### config.mk
export PLATFORM = sky130hd
export DESIGN_NAME = wb_stage
export DESIGN_NICKNAME = d
export VERILOG_FILES = /design/src/rtl/wb_stage.sv
export SDC_FILE = /design/constraint.sdc
export NUM_CORES = 1
export LEC_CHECK = 0
export CAP_MARGIN = 20
export CORE_MARGIN = 2
export CORE_UTILIZATION = 46
export CTS_CLUSTER_SIZE = 12
export DETAILED_ROUTE_END_ITERATION = 12
export PLACE_DENSITY = 0.87
export SLEW_MARGIN = 10
export SYNTH_ARGS = -nofsm -noshare
export SYNTH_HDL_FRONTEND = slang
export SYNTH_SLANG_ARGS = --single-unit
### constraint.sdc
create_clock -name clk -period 3.68 [get_ports clk]
set_input_delay 0.736 -clock clk [delete_from_list [all_inputs] [get_ports clk]]
set_output_delay 0.736 -clock clk [all_outputs]
set_load 0.005 [all_outputs]
### src/rtl/wb_stage.sv
// ----------------------------------------------------------------------------
// wb_stage -- writeback pipeline stage.
//
// Holds one retiring instruction. The write data is selected and load-extracted
// before capture, so the registered payload drives the register file directly.
// It also keeps the 64-bit retired-instruction counter and offers a bypass to
// decode.
//
// Optional feature (macro WB_FWD_EN): when defined, the stage drives the bypass
// outputs from the entry being written this cycle. This covers a register file
// that has no internal write-to-read forwarding. When undefined, the bypass
// outputs are tied to 0.
//
// Ports:
//   clk, rst_n        clock (rising edge), asynchronous active-low reset
//   in_valid/in_ready handshake with the MEM stage
//   in_rd, in_reg_write, in_wb_sel, in_alu_result, in_load_word,
//   in_pc_plus4, in_funct3, in_addr_lo
//                     instruction payload from MEM
//   hold              freeze writeback; the held entry is retained
//   rd, rd_din, reg_write
//                     register file write port
//   misalign_err      pulse while a misaligned load retires
//   instret           retired-instruction count
//   fwd_rs1, fwd_rs2  decode-stage source registers
//   fwd_rs1_hit, fwd_rs2_hit, fwd_data
//                     bypass select and bypass value
// ----------------------------------------------------------------------------
module wb_stage #(
    parameter int unsigned REG_WIDTH = 32
) (
    input  logic                 clk,
    input  logic                 rst_n,
    input  logic                 in_valid,
    output logic                 in_ready,
    input  logic [4:0]           in_rd,
    input  logic                 in_reg_write,
    input  logic [1:0]           in_wb_sel,
    input  logic [REG_WIDTH-1:0] in_alu_result,
    input  logic [REG_WIDTH-1:0] in_load_word,
    input  logic [REG_WIDTH-1:0] in_pc_plus4,
    input  logic [2:0]           in_funct3,
    input  logic [1:0]           in_addr_lo,
    input  logic                 hold,
    output logic [4:0]           rd,
    output logic [REG_WIDTH-1:0] rd_din,
    output logic                 reg_write,
    output logic                 misalign_err,
    output logic [63:0]          instret,
    input  logic [4:0]           fwd_rs1,
    input  logic [4:0]           fwd_rs2,
    output logic                 fwd_rs1_hit,
    output logic                 fwd_rs2_hit,
    output logic [REG_WIDTH-1:0] fwd_data
);

    localparam logic [1:0] SelAlu  = 2'b00;
    localparam logic [1:0] SelLoad = 2'b01;
    localparam logic [1:0] SelPc4  = 2'b10;
    localparam logic [1:0] SelRsvd = 2'b11;

    logic                 valid_q;
    logic [4:0]           rd_q;
    logic [REG_WIDTH-1:0] din_q;
    logic                 we_q;
    logic                 mis_q;
    logic [63:0]          instret_q;

    logic                 transfer;
    logic                 retire;
    logic [7:0]           ld_byte;
    logic [15:0]          ld_half;
    logic [REG_WIDTH-1:0] load_val;
    logic                 ld_is_half;
    logic                 ld_is_word;
    logic                 mis_d;
    logic [REG_WIDTH-1:0] din_d;
    logic                 we_d;

    assign in_ready = !valid_q || !hold;
    assign transfer = in_valid && in_ready;
    assign retire   = valid_q && !hold;

    // Load extraction; funct3 codes other than the five listed behave as LW.
    always_comb begin
        ld_byte    = in_load_word[{in_addr_lo, 3'b000} +: 8];
        ld_half    = in_load_word[{in_addr_lo[1], 4'b0000} +: 16];
        ld_is_half = 1'b0;
        ld_is_word = 1'b0;
        unique case (in_funct3)
            3'b000:  load_val = {{(REG_WIDTH-8){ld_byte[7]}}, ld_byte};
            3'b100:  load_val = {{(REG_WIDTH-8){1'b0}}, ld_byte};
            3'b001: begin
                load_val   = {{(REG_WIDTH-16){ld_half[15]}}, ld_half};
                ld_is_half = 1'b1;
            end
            3'b101: begin
                load_val   = {{(REG_WIDTH-16){1'b0}}, ld_half};
                ld_is_half = 1'b1;
            end
            default: begin
                load_val   = in_load_word;
                ld_is_word = 1'b1;
            end
        endcase
    end

    always_comb begin
        mis_d = (in_wb_sel == SelLoad) &&
                ((ld_is_half && in_addr_lo[0]) || (ld_is_word && (in_addr_lo != 2'b00)));
        unique case (in_wb_sel)
            SelAlu:  din_d = in_alu_result;
            SelLoad: din_d = load_val;
            SelPc4:  din_d = in_pc_plus4;
            SelRsvd: din_d = '0;
            default: din_d = '0;
        endcase
        we_d = in_reg_write && (in_rd != 5'd0) && (in_wb_sel != SelRsvd) && !mis_d;
    end

    // A new transfer wins over retirement, so retire+transfer keeps valid_q set.
    always_ff @(posedge clk or negedge rst_n) begin
        if (!rst_n) begin
            valid_q   <= 1'b0;
            rd_q      <= '0;
            din_q     <= '0;
            we_q      <= 1'b0;
            mis_q     <= 1'b0;
            instret_q <= '0;
        end else begin
            if (transfer) begin
                valid_q <= 1'b1;
                rd_q    <= in_rd;
                din_q   <= din_d;
                we_q    <= we_d;
                mis_q   <= mis_d;
            end else if (retire) begin
                valid_q <= 1'b0;
            end
            if (retire) begin
                instret_q <= instret_q + 64'd1;
            end
        end
    end

    assign rd           = rd_q;
    assign rd_din       = din_q;
    assign reg_write    = retire && we_q;
    assign misalign_err = retire && mis_q;
    assign instret      = instret_q;

`ifdef WB_FWD_EN
    assign fwd_rs1_hit = reg_write && (rd_q == fwd_rs1);
    assign fwd_rs2_hit = reg_write && (rd_q == fwd_rs2);
    assign fwd_data    = din_q;
`else
    logic unused_fwd;
    assign unused_fwd  = ^{fwd_rs1, fwd_rs2};
    assign fwd_rs1_hit = 1'b0;
    assign fwd_rs2_hit = 1'b0;
    assign fwd_data    = '0;
`endif

endmodule

# Word-level counts from Yosys, hierarchy flattened
# Cells that the tools add are included.
# totals
inputBits	123
output_inout_bits	138
word_cells	44
reg_bits	104
# classes
mux	6
n_addsub	1
n_eq_ne	7
n_shift	2
reduce_logical	22
# op_table
operator	count
$pmux W32 S4	2
$add A64 B1 Y64 const B	1
$shiftx A32 B6 Y16	1
$shiftx A32 B6 Y8	1
$logic_and A1 B1 Y1	10
$eq A3 B3 Y1 const B	2
$reduce_bool A5 Y1	1
$eq A2 B2 Y1 const B	2
$mux W1	4
$reduce_bool A2 Y1	2
$reduce_or A4 Y1	1
$eq A3 B1 Y1 const B	1
$logic_not A1 Y1	3
$logic_not A3 Y1	1
$eq A2 B1 Y1 const B	1
$logic_not A2 Y1	1
$logic_or A1 B1 Y1	2
$ne A2 B2 Y1 const B	1
$reduce_or A2 Y1	1

# Logic depth before layout (Yosys ltp)
# Gate-level depths: netlist of the first run.
# depth
depth_word	8
ltp_mapped	7
depth_no_buf	6

# Least setup slack after synthesis of the first run
# Ideal clock, no wire load.
# synth_path
path_kind	in2reg
from	in in_addr_lo[1]
to	reg din_q[21] (netlist: rd_din[21])
arrival_time_ps	2038
required_time_ps	3547
setup_time_ps	133
stages	7
path_buffers	2
slack_ps	1509
path_cell_list	buf_2 > mux2_2 > nor2_1 > a211oi_1 > o211ai_1 > clkbuf_1 > o21ai_0
# synth_between
elab_chain_cells	3
elab_cells_between_ends	4
cone_classes	2 x shift; 2 x mux
# synth_rtl
element	line	text
start: declaration	43	input logic [1:0] in_addr_lo,
$shiftx A32 B6 Y16 or $shiftx A32 B6 Y8 (tied branches)	87, 86	
$pmux W32 S4 *	90	unique case (in_funct3)
$pmux W32 S4 *	111	unique case (in_wb_sel)
end signal: assignment	134	din_q <= din_d;
end: declaration	64	logic [REG_WIDTH-1:0] din_q;
# Mark *: on every way between the ends. The rest lies on a longest branch, timed or not.
# A chain may end at the register's enable or synchronous reset.

# Final worst setup path of the first run
# layout_path
from	in hold
to	out reg_write
# layout_between
elab_chain_cells	3
# layout_rtl
element	line	text
start: declaration	44	input logic hold,
$logic_not A1 Y1	82	assign retire = valid_q && !hold;
$logic_and A1 B1 Y1	82	
$logic_and A1 B1 Y1	148	assign reg_write = retire && we_q;
end: declaration	47	output logic reg_write,
# No other way between the ends.

==> results of run 1 <==
-- through the flow --
stage                     setup slack (ns)  std cells  util, %  area (um2)  total power [mW]
after global routing                 0.801        996     66.5        8400              3.03
final                                0.861        996     66.5        8400              2.90
after detailed placement             0.725        980     64.2        8100              1.99
after global placement               0.835        980     64.2        8100              1.98
after floorplan                       1.51        649        -        6050              1.60
after CTS                            0.845        996     66.5        8400              2.92
-- cell families (layout without fill, tap and decap cells) --
group                      Yosys count  count (layout)
and+or+nand+nor                    214             214
adders and majority gates            1               1
DFF                                104             104
muxes                               39              39
AOI/OAI and AO/OA                  117             117
buffers and inverters               77             252
other                                1              34
xor gates and xnor gates            63              63
-- power by group --
group | switching, mW | internal (mW)
clock network | 0.448 | 0.489
logic | 0.261 | 0.374
registers | 0.0941 | 1.24
-- routing by layer --
metal | vias up | routed length (um)
met4 | 0 | 461
met1 | 2520 | 6320
met2 | 240 | 8690
li1 | 2525 | -
met5 | - | 0
met3 | 35 | 1300
-- flip-flops by register name, indices dropped and copies added (netlist names) --
| signal | flops |
|---|---|
| we_q | 1 |
| instret | 64 |
| mis_q | 1 |
| valid_q | 1 |
| rd | 5 |
| rd_din | 32 |
-- cells in the final DEF (no fill, tap or decap), drive strengths merged, types with 11 or more instances in the layout --
cell,count
nor3,27
nand2,57
clkdlybuf4s50,214
a21oi,37
nor2,33
nand3,23
xnor2,48
dfrtp,104
conb,34
o21ai,47
buf,12
inv,12
mux2i,29
and3,11
nand4,29
xor2,15
-- worst paths after layout --
path,endpoint,slack (ns),cells after the start
worst max-delay path,reg_write,0.86,5
worst min-delay path,instret[61],0.37,1
worst max register to register,instret[48],1.35,5
worst min register to register,mis_q,0.47,2
max in group asynchronous,rd_din[27],2.58,2
min in group clk,mis_q,0.47,2
-- critical path, cell delays in order --
cell and delay (ns):
clkdlybuf4s50_1 0.45, nor2b_1 0.12, buf_4 0.15, and2_1 0.13, clkdlybuf4s50_1 0.50
-- final cells by class --
class	instances	share of cell area, %
multi-input cells	468	35.8
clock inverters	6	0.626
clock buffers	10	2.85
well taps	172	2.56
flip-flops and latches	104	31.0
repair buffers	226	26.7
inverters	10	0.447
==> impl_metrics.py, run 1 <==
metrics = {
    "synthesis": {
        "yosysTopAreaCell": "dfrtp_1",
        "synth_xor_area_share_pct": 9.32,
        "synth_top_family_by_area": "simple AND/OR/NAND/NOR gates",
        "netlist_top_cells_count": "dfrtp_1 (104), nand2_1 (56), xnor2_1 (48)",
        "async_flop_share_pct": 100,
        "yosysTopAreaCellShare_pct": 43.9,
        "synth_ff_type": "dfrtp_1",
        "syn_area_per_cell_um2": 9.61,
        "synth_warnings": 0,
        "netlist-cell-type-count": 49,
        "yosys-top-cells-area": "dfrtp_1 (44%), xnor2_1 (7.1%), mux2i_1 (4.9%)",
        "synthMuxAreaShare_pct": 6.99,
        "synthesis.area_mm2": 0.00592,
        "ys_seq_elements": 104,
        "synth-seq-area-share_pct": 43.9,
        "synth.most_common_cell": "dfrtp_1",
        "synth_cells": 616,
        "synthSimpleGateAreaFrac_pct": 20.6,
        "synth_edf_count": 0,
        "synth-adder-area-share_pct": 0.211,
        "synth_compound_gate_area_share_pct": 11.5,
    },
    "drt": {
        "post_drt_wl_per_cell_um": 16.8,
        "first_iter_violations": 347,
        "firstDrtPassIters": 5,
        "routed-via-count": 5320,
        "ant_nets": 0,
        "routed_via_density": 5.34,
        "drc": 0,
        "drt-total-wl_um": 16800,
    },
    "finish": {
        "final_layout_size_suffix_gt1_share_pct": 6.92,
        "seq_area_mm2": 0.00260,
        "num-fill-cells": 1004,
        "multiInputGateArea_mm2": 0.00301,
        "layout.nets": 943,
        "antenna_cells": 0,
        "area_delta_synth_final_pct": 41.8,
    },
    "sta": {
        "hold_slack_ns": 0.369,
        "rsz0062_at_grt": "false",
        "hold_violations": 0,
        "worst_pin_slew_ns": 0.982,
        "period_minus_slack_ns": 2.82,
        "slew_viol_final": 0,
        "finalSetupTns_ns": 0,
        "skew_ns": 0.0122,
        "setup_viol": 0,
        "relSlewSlack_pct": 34.3,
        "finalCritPeriodShare_pct": 76.6,
        "fmax_mhz": 355,
    },
    "critical_path": {
        "required_ns": 2.94,
        "cp-startpoint": "hold",
        "arrival_ns": 2.08,
        "critPathCaptureType": "output port",
        "critPathMaxFanout": 6,
        "start_kind": "input pin",
        "crit-reg2reg-launch": "instret[2]",
        "path_class": "input pin to output port",
    },
    "clock_network": {
        "clkSlewWorstSetupHoldPaths_ns": 0.07,
        "cts_root_buf": "clkbuf_16",
        "clkLatencyLatePin_ns": 0.34,
        "hold_buffers": 0,
        "cts.repair.resized": 0,
        "cts_tree": "yes",
        "cts_made_buffers": 9,
        "htree_levels": 3,
        "cts.sinks": 104,
        "clockBufferDepth": 2,
        "post_cts_buffers": 0,
    },
    "pwr": {
        "power.leakage_nw": 3.62,
        "vdd_ir_drop_max_v": 0.000192,
        "power_density_mw_per_mm2": 346,
    },
    "place": {
        "portBuffers": 216,
        "hpwl_um": 13000,
        "gp_routability_congestion": 0.935,
    },
    "global_routing": {
        "grtUsageMet2_pct": 42.5,
        "grtUsageMet3_pct": 6.44,
        "gr-usage-met1_pct": 27.9,
        "overflow": 0,
        "grt_pass1_vias": 5208,
        "grt_pass1_wl_um": 26500,
        "antenna_found_initial": 0,
        "grt_max_degree": 66,
        "grt.total_usage_pct": 24.0,
        "busiest_layer": "met2",
    },
    "outcome": {
        "status": "complete, no violations",
    },
    "die": {
        "io_pins": 261,
        "initial_utilization_pct": 46.9,
        "num_rows": 41,
        "core-area_mm2": 0.0126,
        "die_w_um": 117,
        "die_h_um": 117,
        "die-area_mm2": 0.0138,
    },
    "hold_path": {
        "hold_path_class": "input pin to async pin",
    },
    "run": {
        "cap_viol_max_count": 0,
    },
}
Power figures use the tool's default switching activity.
==> inputs of run 2 (changes only) <==
Settings changed: CORE_UTILIZATION 46 to 43, PLACE_DENSITY 0.87 to 0.82.
Clock period 3.68 ns to 2.6 ns, I/O delays scaled along.
==> run 2 against run 1 <==
Against the previous run: non-clock buffer count up 8; worst hold slack worse by 0.16 ns; cell count grew 1.2%; largest power group unchanged.
==> impl_metrics.py, run 2 (synthesis results as in run 1) <==
metrics = {
    "die": {
        "die_h_um": 121,
        "io_pins": 261,
        "num_rows": 42,
        "initial_utilization_pct": 44.4,
        "die-area_mm2": 0.0147,
        "core-area_mm2": 0.0133,
        "die_w_um": 121,
    },
    "sta": {
        "rsz0062_at_grt": "false",
        "fin_ws_ns": 0.185,
        "hold_violations": 0,
        "relSlewSlack_pct": 56.9,
        "setup_viol": 0,
        "finalSetupTns_ns": 0,
        "skew_ns": 0.00875,
        "worst_pin_slew_ns": 0.646,
        "slew_viol_final": 0,
        "hold_slack_ns": 0.205,
        "finalCritPeriodShare_pct": 92.9,
        "period_minus_slack_ns": 2.41,
        "fmax_mhz": 414,
    },
    "global_routing": {
        "grt.total_usage_pct": 23.5,
        "antenna_found_initial": 0,
        "grt_pass1_wl_um": 26900,
        "overflow": 0,
        "grt_pass1_vias": 5255,
        "grt_max_degree": 59,
    },
    "finish": {
        "final_layout_size_suffix_gt1_share_pct": 7.81,
        "largest_register_ffs": 64,
        "layout.nets": 951,
        "area_delta_synth_final_pct": 44.3,
        "final_common_cell": "clkdlybuf4s50_1",
        "final_util_pct": 64.0,
        "antenna_cells": 0,
        "final_cell_mix": "clkdlybuf4s50_1 (214), dfrtp_1 (104), nand2_1 (55)",
        "num-fill-cells": 1110,
    },
    "hold_path": {
        "hold_path_class": "input pin to async pin",
    },
    "clock_network": {
        "post_cts_buffers": 0,
        "cts.sinks": 104,
        "hold_buffers": 0,
        "clkSlewWorstSetupHoldPaths_ns": 0.07,
        "cts_tree": "yes",
        "clkLatencyLatePin_ns": 0.34,
        "htree_levels": 3,
        "clockBufferDepth": 2,
        "cts_made_buffers": 9,
        "cts_root_buf": "clkbuf_16",
        "cts.repair.resized": 0,
    },
    "drt": {
        "first_iter_violations": 251,
        "routed-via-count": 5328,
        "routed_via_density": 5.29,
        "ant_nets": 0,
        "firstDrtPassIters": 5,
        "drt-total-wl_um": 17200,
        "post_drt_wl_per_cell_um": 17.1,
        "drc": 0,
    },
    "critical_path": {
        "critPathCaptureType": "output port",
        "start_kind": "input pin",
        "required_ns": 2.08,
        "path_cells": "clkdlybuf4s50_1 -> nor2b_1 -> buf_4 -> and2_1 -> clkdlybuf4s50_1",
        "cpPeakStageDelay_ns": 0.49,
        "slowest_stage": "clkdlybuf4s50_1",
        "critPathMaxFanout": 6,
        "arrival_ns": 1.89,
        "path_class": "input pin to output port",
        "cp_common_cell": "clkdlybuf4s50_1",
    },
    "place": {
        "dp_slack_ns": 0.113,
        "gp_routability_congestion": 0.898,
        "portBuffers": 216,
        "hpwl_um": 13400,
    },
    "pwr": {
        "vdd_ir_drop_max_v": 0.000253,
        "power_density_mw_per_mm2": 511,
        "power.leakage_nw": 3.70,
        "power_mw": 4.37,
    },
    "run": {
        "cap_viol_max_count": 0,
    },
    "outcome": {
        "status": "complete, no violations",
    },
}
## run 2: layer usage
layer,global-route usage [%],up-vias,wire length (um)
met4,8.76,0,422
met5,0,-,0
met2,40.7,243,8710
li1,-,2535,-
met3,6.30,25,1420
met1,28.0,2525,6660
## run 2: cell type report
type,count,area (um2),share of cell area [%]
inverters,10,37.5,0.439
multi-input cells,468,3010,35.2
well taps,176,220,2.58
clock inverters,7,126,1.48
flip-flops and latches,104,2600,30.5
repair buffers,234,2330,27.2
clock buffers,9,225,2.64
## run 2: path summary, 6_finish.rpt
kind / start / end / slack (ns) / depth (start not counted)
max: hold / misalign_err / 0.19 / 5
min: rst_n / instret[38] / 0.20 / 1
max reg2reg: instret[25] / instret[60] / 0.47 / 5
min reg2reg: rd[3] / rd[3] / 0.48 / 2
max in group asynchronous: rst_n / rd_din[2] / 1.77 / 2
min in group clk: rd[3] / rd[3] / 0.48 / 2
## run 2: worst max-delay path: cells and delay by family
kind,cells,cell delay (ns)
buf+inv,3,1.10
simple gates,2,0.28
## run 2: stage by stage
| stage | cells | cell area (um2) |
|---|---|---|
| 2_1_floorplan | 649 | 6050 |
| 4_1_cts | 1008 | 8550 |
| 3_3_place_gp | 992 | 8190 |
| 6_report | 1008 | 8550 |
| 3_5_place_dp | 992 | 8190 |
| 5_1_grt | 1008 | 8550 |
## run 2: where the power goes
part | leakage (nW) | internal (mW) | switching (mW)
combinational | 2.17 | 0.541 | 0.374
sequential | 1.36 | 1.75 | 0.130
clock | 0.168 | 0.953 | 0.620
total | 3.70 | 3.24 | 1.12
==> patch: new RTL, settings of run 2 <==
Change the parameter `REG_WIDTH` from 32 to 64.
--- a/src/rtl/wb_stage.sv
+++ b/src/rtl/wb_stage.sv
@@ -28,5 +28,5 @@
 // ----------------------------------------------------------------------------
 module wb_stage #(
-    parameter int unsigned REG_WIDTH = 32
+    parameter int unsigned REG_WIDTH = 64
 ) (
     input  logic                 clk,
Ports: changed (5 resized); port bits go from 261 to 421. No check against the original RTL was run, so the function may have changed too.
==> patch against run 2 <==
Synthesized area rose by 44%; cell count rose by 51%; routed wire length rose by 66%; final area rose by 49%; sequential cell count rose by 32; non-clock buffer count rose by 141; power rose by 52%; worst setup slack improved by 0.036 ns.
==> patch: results (changes against run 2) <==
The run gives 1.86 ns (was 1.89 ns) as the data arrival time of the critical path. The logs give 0.000437 V (was 0.000253 V) for the largest voltage drop on the vdd net and 5.73 nW (was 3.70 nW) for the static leakage. The logs give 0.49 ns (was 0.47 ns) for the reg2reg setup slack and 24.5% (was 20.9%) for the portion of total power attributed to combinational logic. The placed cell count is 1492 (was 992), and the clock network power share is 37.6% (was 36.0%). The run finished with clean final reports. The largest fanout on the critical path works out to 4 (was 6). The pin slew with the least headroom to its limit works out to 0.543 ns (was 0.646 ns).

The placer's final routability congestion estimate is 0.876 (was 0.898). Number of buffers created by CTS: 17 (was 9). Wire length per cell: 18.7 um (was 17.1 um). The per-instance average area after synthesis came out at 9.34 um2 (was 9.61 um2). The average via count per standard cell was 5.30 (was 5.29); the switching share of power was 27.5% (was 25.7%).

The run gives 0.42 ns (was 0.34 ns) as the clock network latency to the later pin of the worst-skew pair. Synth cell count leaders: sky130_fd_sc_hd__dfrtp_1 (136), sky130_fd_sc_hd__mux2i_1 (74), sky130_fd_sc_hd__buf_4 (67), sky130_fd_sc_hd__nand2_1 (58), sky130_fd_sc_hd__nor2_1 (57) (was sky130_fd_sc_hd__dfrtp_1 (104), sky130_fd_sc_hd__nand2_1 (56), sky130_fd_sc_hd__xnor2_1 (48), sky130_fd_sc_hd__o21ai_0 (47), sky130_fd_sc_hd__a21oi_1 (37)). The peak per-stage delay on the critical path works out to 0.51 ns (was 0.49 ns). For the net switching power, the log shows 0.00182 W (was 0.00112 W). The wire length of the first global-routing pass is 44800 um (was 26900 um). For the largest clock skew in the final design, the log shows 0.00865 ns (was 0.00875 ns). Number of different library cells in the post-synthesis netlist: 52 (was 49). For the number of antenna violations at the first check in global routing, the log shows 1 (was 0).

The count of input and output buffers is 344 (was 216). The number of levels the H-tree was split into was 4 (was 3).
[patch: cell types whose count changed after synthesis, sizes merged, moves of 31 or more]
cell    delta
dfrtp     +32
inv       +32
o21ai     -38
mux2i     +45
nand2b    +31
buf       +40
[patch: cell families after synthesis]
family / Yosys count / synth area share (%)
simple gates: 305 / 19.6
buf+inv: 171 / 10.7
compound gates: 163 / 14.3
flops: 136 / 39.8
mux: 76 / 9.05
xor+xnor: 63 / 6.45
fa+ha+maj: 1 / 0.146
other cells: 1 / 0.0438
[patch: final cells by class]
type                    count  area [um2]
clock inverters            14         173
diodes                      1        2.50
inverters                  42         158
flip-flops and latches    136        3400
well taps                 265         332
repair buffers            375        3780
fillers                  1561        6690
clock buffers              18         429
multi-input cells         674        4490
[patch: path summary, 6_finish.rpt]
| path | from | endpoint | depth (start not counted) |
|---|---|---|---|
| min | rst_n | instret[6] | 2 |
| max in group asynchronous | rst_n | rd_din[57] | 2 |
| max reg2reg | instret[35] | instret[62] | 5 |
| min in group clk | rd[4] | rd[4] | 2 |
| max | hold | misalign_err | 4 |
| min reg2reg | rd[4] | rd[4] | 2 |
[patch: per-layer routing]
| metal | part of all wire (%) | global-route usage (%) |
|---|---|---|
| met5 | 0 | 0 |
| met1 | 37 | 31.5 |
| met4 | 3.5 | 10.7 |
| met3 | 8.2 | 7.26 |
| met2 | 51 | 47.1 |
[patch: per-stage QoR]
step                      setup slack, ns  cell area, um2  utilization (%)  hold slack, ns
final                               0.221           12800             65.6          0.0681
after global routing                0.134           12800             65.6          0.0832
after CTS                           0.221           12800             65.6          0.0833
after detailed placement           0.0554           12200             62.5           0.466
after global placement             0.0750           12200             62.5           0.451
after floorplan                     0.598            8800                -           0.224
